==> src/rtl/serial_add_ctrl.sv <==
// Bit-serial adder controller: one full-adder slice (two half adders + OR)
// is stepped across the operands LSB first, one bit per clock.

module halfadd (
  input  logic a,
  input  logic b,
  output logic sum,
  output logic carry
);
  assign sum   = a ^ b;
  assign carry = a & b;
endmodule

module serial_add_ctrl #(
  parameter  int WIDTH = 8,
  localparam int CNTW  = (WIDTH > 1) ? $clog2(WIDTH) : 1
) (
  input  logic             clk,
  input  logic             rst_n,
  input  logic             start,
  input  logic [WIDTH-1:0] a,
  input  logic [WIDTH-1:0] b,
  output logic             busy,
  output logic             done,
  output logic [WIDTH-1:0] sum,
  output logic             cout
);
  // Handshake: start is sampled only in IDLE; done is a one-cycle pulse from
  // which sum/cout are valid, and they hold until the next completed operation.

  typedef enum logic [1:0] {
    IDLE = 2'd0,
    RUN  = 2'd1,
    DONE = 2'd2
  } state_e;

  state_e           state_q, state_d;
  logic [WIDTH-1:0] a_q, a_d;
  logic [WIDTH-1:0] b_q, b_d;
  logic [WIDTH-1:0] part_q, part_d;
  logic [WIDTH-1:0] sum_q, sum_d;
  logic [CNTW-1:0]  cnt_q, cnt_d;
  logic             carry_q, carry_d;
  logic             cout_q, cout_d;

  logic             ha1_s, ha1_c, ha2_c;
  logic             bit_s, bit_c;
  logic             last_bit;
  logic [WIDTH-1:0] part_shift;

  halfadd u_ha1 (.a(a_q[0]), .b(b_q[0]),  .sum(ha1_s), .carry(ha1_c));
  halfadd u_ha2 (.a(ha1_s),  .b(carry_q), .sum(bit_s), .carry(ha2_c));

  assign bit_c    = ha1_c | ha2_c;
  assign last_bit = (cnt_q == CNTW'(WIDTH - 1));

  // New sum bit enters at the MSB; works unchanged for WIDTH=1.
  always_comb begin
    part_shift            = part_q >> 1;
    part_shift[WIDTH-1]   = bit_s;
  end

  always_comb begin
    state_d = state_q;
    a_d     = a_q;
    b_d     = b_q;
    part_d  = part_q;
    sum_d   = sum_q;
    cnt_d   = cnt_q;
    carry_d = carry_q;
    cout_d  = cout_q;
    case (state_q)
      IDLE: begin
        if (start) begin
          a_d     = a;
          b_d     = b;
          part_d  = '0;
          carry_d = 1'b0;
          cnt_d   = '0;
          state_d = RUN;
        end
      end
      RUN: begin
        a_d     = a_q >> 1;
        b_d     = b_q >> 1;
        part_d  = part_shift;
        carry_d = bit_c;
        cnt_d   = cnt_q + CNTW'(1);
        if (last_bit) begin
          sum_d   = part_shift;
          cout_d  = bit_c;
          state_d = DONE;
        end
      end
      DONE:    state_d = IDLE;
      default: state_d = IDLE;
    endcase
  end

  always_ff @(posedge clk or negedge rst_n) begin
    if (!rst_n) begin
      state_q <= IDLE;
      a_q     <= '0;
      b_q     <= '0;
      part_q  <= '0;
      sum_q   <= '0;
      cnt_q   <= '0;
      carry_q <= 1'b0;
      cout_q  <= 1'b0;
    end else begin
      state_q <= state_d;
      a_q     <= a_d;
      b_q     <= b_d;
      part_q  <= part_d;
      sum_q   <= sum_d;
      cnt_q   <= cnt_d;
      carry_q <= carry_d;
      cout_q  <= cout_d;
    end
  end

  assign busy = (state_q == RUN);
  assign done = (state_q == DONE);
  assign sum  = sum_q;
  assign cout = cout_q;

endmodule
==> config.mk <==
export PLATFORM = sky130hd
export DESIGN_NAME = serial_add_ctrl
export DESIGN_NICKNAME = d
export VERILOG_FILES = /design/src/rtl/serial_add_ctrl.sv
export SDC_FILE = /design/constraint.sdc
export NUM_CORES = 1
export LEC_CHECK = 0
export BUFFER_PORTS_ARGS = -buffer_cell sky130_fd_sc_hd__buf_2
export CORE_UTILIZATION = 50
export DETAILED_ROUTE_END_ITERATION = 8
export GPL_ROUTABILITY_DRIVEN = 0
export PLACE_DENSITY = 0.72
export SLEW_MARGIN = 20
export SYNTH_ARGS = -nofsm -noshare
export SYNTH_HDL_FRONTEND = slang
export SYNTH_HIERARCHICAL = 1
export SYNTH_SLANG_ARGS = --single-unit
==> constraint.sdc <==
create_clock -name clk -period 2.7 [get_ports clk]
set_input_delay 0.54 -clock clk [delete_from_list [all_inputs] [get_ports clk]]
set_output_delay 0.54 -clock clk [all_outputs]
set_load 0.01 [all_outputs]
After elaboration in Yosys (flattened, before gate mapping)
Index checks and enable logic that the tools add are counted.
{ "classes": {"bitwise_logic": 5, "eq_ne": 5, "n_reduce_logical": 5, "multipliers": 0, "muxes": 13, "div": 0, "magnitude_cmp": 0, "shift": 0, "add_sub_neg": 1} }
{ "ops": {"columns": ["cell", "n"], "rows": [
  ["$pmux 8 s2", 3],
  ["$mux 8", 3],
  ["$pmux 3 s2", 1],
  ["$reduce_and 2->1", 3],
  ["$mux 2", 2],
  ["$pmux 2 s2", 1],
  ["$add 3x1->3 const B", 1],
  ["$eq 3x3->1 const B", 1],
  ["$mux 3", 1],
  ["$and 1x1->1", 2],
  ["$eq 2x1->1 const B", 1],
  ["$eq 2x2->1 const B", 1],
  ["$logic_not 2->1", 1],
  ["$ne 2x1->1 const B", 1],
  ["$ne 2x2->1 const B", 1],
  ["$pmux 1 s2", 1],
  ["$reduce_bool 2->1", 1],
  ["$xor 1x1->1", 2],
  ["$mux 1", 1],
  ["$or 1x1->1", 1]
]} }
{ "word_totals": {"out_inout_bits": 11, "romBits": 0, "inputBits": 19, "latch_bits": 0, "reg_bits": 39, "n_memories": 0, "word_cells": 37, "ramBits": 0} }

Logic depth before layout (Yosys ltp)
{ "logic_depth": {"word_depth": 4, "depth_mapped": 5, "mapped_depth_nobuf": 4} }

Hierarchy
Netlist, hierarchy kept.
{ "by_module_without_submodules": {"columns": ["module", "seq_area_each_um2", "area_per_inst_um2", "n_inst", "cells_per_inst"], "rows": [
  ["serial_add_ctrl", 950.9, 1715.4, 1, 139],
  ["halfadd", 0.0, 12.5, 2, 1]
]} }

Worst setup path after synthesis
OpenSTA, ideal clock, no wires.
{ "synth_timing": {"kind": "reg2reg", "startpoint": "register a_q[0]", "endpoint": "register cout_q, in the netlist cout", "setup_ns": 0.128, "n_path_buf": 0, "t_arrival_ns": 1.381, "stages_incl_launch_ff": 5, "period_less_slack_ns": 1.508, "slack_ns": 1.192, "required_ns": 2.572, "cell_sequence": "dfrtp_1 ha_1 ha_1 or2_2 mux2_1"} }
{ "synth_between": {"elab_chain_cells": 3, "elab_cells_between_ends": 4, "classes_between": "bitwise (4)"} }
{ "synth_rtl": {"columns": ["element", "line", "source"], "rows": [
  ["start, declared", "38", "logic [WIDTH-1:0] a_q, a_d;"],
  ["start signal, assigned", "103", "a_q <= '0;"],
  ["start signal, assigned", "112", "a_q <= a_d;"],
  ["$xor 1x1->1", "10", "assign sum = a ^ b;"],
  ["net ha1_s", "46", "logic ha1_s, ha1_c, ha2_c;"],
  ["$and 1x1->1", "11", "assign carry = a & b;"],
  ["net ha2_c", "46", null],
  ["$or 1x1->1", "54", "assign bit_c = ha1_c | ha2_c;"],
  ["end signal, assigned", "118", "cout_q <= cout_d;"],
  ["end, declared", "44", "logic cout_q, cout_d;"]
]} }
The timed path passes the listed nets, and every way through them passes these cells.
A chain may end at the register's enable or synchronous reset.

Worst setup path after layout
{ "layout_timing": {"startpoint": "register state_q[0]", "endpoint": "output port busy"} }
{ "layout_between": {"elab_chain_cells": 1} }
{ "layout_rtl": {"columns": ["element", "line", "source"], "rows": [
  ["start, declared", "37", "state_e state_q, state_d;"],
  ["start signal, assigned", "111", "state_q <= state_d;"],
  ["$eq 2x1->1", "122", "assign busy = (state_q == RUN);"],
  ["end, declared", "23", "output logic busy,"]
]} }
No other way between the ends.

==> results.yml <==
power_and_ir_drop:
  ir_drop_mv: 0.531
  power.internal_mw: 1.55
  switching_share: 0.326
  comb_power_share: 0.348
  p_per_area_nw_per_um2: 1150
  sequentialPowerShare: 0.437
  switchingPower_mw: 0.751
  power.clock.fraction: 0.215
  power.leakage_nw: 0.950
clock_tree:
  cts_root_buf: "clkbuf_4"
  cts_setup_buffers: 0
  clk_latency_ns: 0.33
  cts_tree: "built"
  postCtsHoldBufs: 0
  clk_pin_slew_ns: 0.12
  htreeDepth: 2
  cts.sinks: 38
  cts_made_buffers: 5
  cts_resized: 0
  clock_path_buffers: 2
global_route:
  grt_max_degree: 39
  gr-usage-met3: 0.0640
  grtUsageMet1: 0.228
  grt_antenna_before_repair: 0
  globalRouteOverflowTotal: 0
  grt-busiest-layer: "met2"
  first_global_vias: 1081
  grt_util_all_layers: 0.184
  use_met2: 0.300
  grt_first_pass_wirelength_um: 4860
sta:
  fin_setup_tns_ns: 0
  setup_viol: 0
  tightest_slew_ns: 0.805
  slew_viol_final: 0
  max_slew_margin: 0.463
  fin_skew_ns: 0.00934
  hold_viol_final: 0
  fmax_mhz: 450
  fin_crit_sh: 0.822
  grt_setup_unrepaired: "false"
  finalCriticalPeriod_ns: 2.22
synthesis:
  synth_flop_cell: "dfrtp_1"
  synthCells: 141
  postSynthAreaPerCell_sq_um: 12.3
  synth_top_area_frac: 0.546
  yosys.area.top_type: "dfrtp_1"
  synth.distinct_cells: 22
  async_flop_share: 1.00
  syn-cell-area_sq_um: 1740
  synth_edf_count: 0
  syn_nets: 164
  synth.area.top_cells: "dfrtp_1, nor4b_1, a22o_1"
  yosysMostFrequentCell: "dfrtp_1"
  synth_commonest_cells: "dfrtp_1, inv_1, nor4b_1"
  yosys_warnings: 6
  seq_area_frac_synth: 0.546
  yosys_register_bits: 38
detailed_routing:
  wl_per_cell_um: 14.4
  ant_nets: 0
  drtPass1Iterations: 3
  num_vias: 1157
  viasPerCell: 5.41
  wirelength_um: 3080
  drc: 0
  drtIter0Drc: 64
final_layout:
  fillers: 302
  drive_gt1_frac: 0.256
  diodes: 0
  final_nets: 190
  area_growth_pct: 15.3
  stdcell_count: 214
min_path:
  holdCritPathClass: "input pin to asynchronous set/reset pin"
place:
  hpwl_um: 2050
  placedCellCount: 206
  portBuffers: 29
floorplanning:
  fp.coreArea_sq_um: 3340
  start_util: 0.522
  rows: 21
  die_h_um: 61
  die-area_sq_um: 3720
  die_w_um: 61
  io_pins: 30
setup_path:
  cp-end-kind: "primary output"
  start_kind: "register"
  crit_path_max_fanout: 16
  path_class: "register to primary output"
  cp.arrival_ns: 1.68
  crit_required_ns: 2.16
outcome:
  outcome: "completed"
flow_run:
  drv_cap: 0
[stage by stage]
| stage | setup WS (ns) | utilization | power [mW] | area (sq um) | hold WS (ns) |
|---|---|---|---|---|---|
| after floorplan | 1.19 | - | 1.61 | 1740 | 0.244 |
| after global placement | 0.878 | 0.568 | 1.79 | 1900 | 0.472 |
| after detailed placement | 0.821 | 0.568 | 1.83 | 1900 | 0.479 |
| after CTS | 0.452 | 0.601 | 2.33 | 2010 | 0.311 |
| after global routing | 0.360 | 0.601 | 2.46 | 2010 | 0.342 |
| final | 0.480 | 0.601 | 2.30 | 2010 | 0.285 |
[cells by family (layout without fill, tap and decap cells)]
logic type,after synthesis,count (layout),synth area share
flops,38,38,0.546
mux,10,10,0.0647
fa+ha+maj,4,4,0.0288
buf+inv,27,54,0.0683
compound gates,28,28,0.135
simple gates,34,34,0.157
[worst max-delay path, stage by stage, from the launching register on]
cell and delay, ns:
dfrtp_1 0.65, and2b_1 0.48, buf_2 0.22
[routing by layer]
layer | wire length, um | vias to the layer above | share of wire
met5 | 0 | - | 0
met4 | 49 | 0 | 0.016
met1 | 1530 | 563 | 0.50
met3 | 133 | 6 | 0.043
li1 | - | 562 | -
met2 | 1370 | 26 | 0.44
[cell usage in the layout (no fill, tap or decap)]
| cell | instances |
|---|---|
| nor3b_2 | 1 |
| a221oi_1 | 1 |
| o21bai_4 | 1 |
| mux2_2 | 1 |
| nor4b_1 | 14 |
| clkbuf_4 | 5 |
| a22o_1 | 12 |
| buf_2 | 29 |
| ha_1 | 4 |
| buf_4 | 2 |
| or2_2 | 1 |
| nand2b_1 | 2 |
| nor3b_1 | 13 |
| and2b_1 | 1 |
| nor2b_1 | 1 |
| mux2_1 | 9 |
| dfrtp_1 | 38 |
| inv_1 | 15 |
| a21oi_1 | 1 |
| a211oi_1 | 13 |
| bufinv_16 | 2 |
| nand3b_1 | 1 |
| clkbuf_8 | 1 |
[worst paths after layout]
path	startpoint	to	slack, ns	depth (start not counted)
worst max register to register	state_q[0]	sum[5]	0.98	2
min in group clk	b[7]	b_q[7]	0.42	2
worst min-delay path	rst_n	sum[6]	0.28	1
max in group asynchronous	rst_n	sum[1]	1.91	1
worst min register to register	sum[6]	sum[6]	0.50	1
worst max-delay path	state_q[0]	busy	0.48	2
[cell type report]
class                      instances  area, sq um  share of cell area
multi-input combinational         76          671               0.334
timing repair buffer              31          160              0.0798
clock inverter                     2         60.1              0.0299
sequential                        38          951               0.474
tap                               46         57.6              0.0287
clock buffer                       6         51.3              0.0256
inverter                          15         56.3              0.0281
[power by group through the flow]
stage,sequential [mW],combinational (mW),clock [mW]
4_1_cts,1.01,0.818,0.508
6_report,1.01,0.802,0.495
2_1_floorplan,0.986,0.620,0
3_3_place_gp,1.00,0.785,0
5_1_grt,1.04,0.897,0.525
3_5_place_dp,1.02,0.811,0
[flip-flops by register name, indices dropped and copies added (netlist names)]
register,cells
cnt_q,3
cout,1
part_q,7
sum,8
carry_q,1
a_q,8
state_q,2
b_q,8
Power figures use the tool's default switching activity.
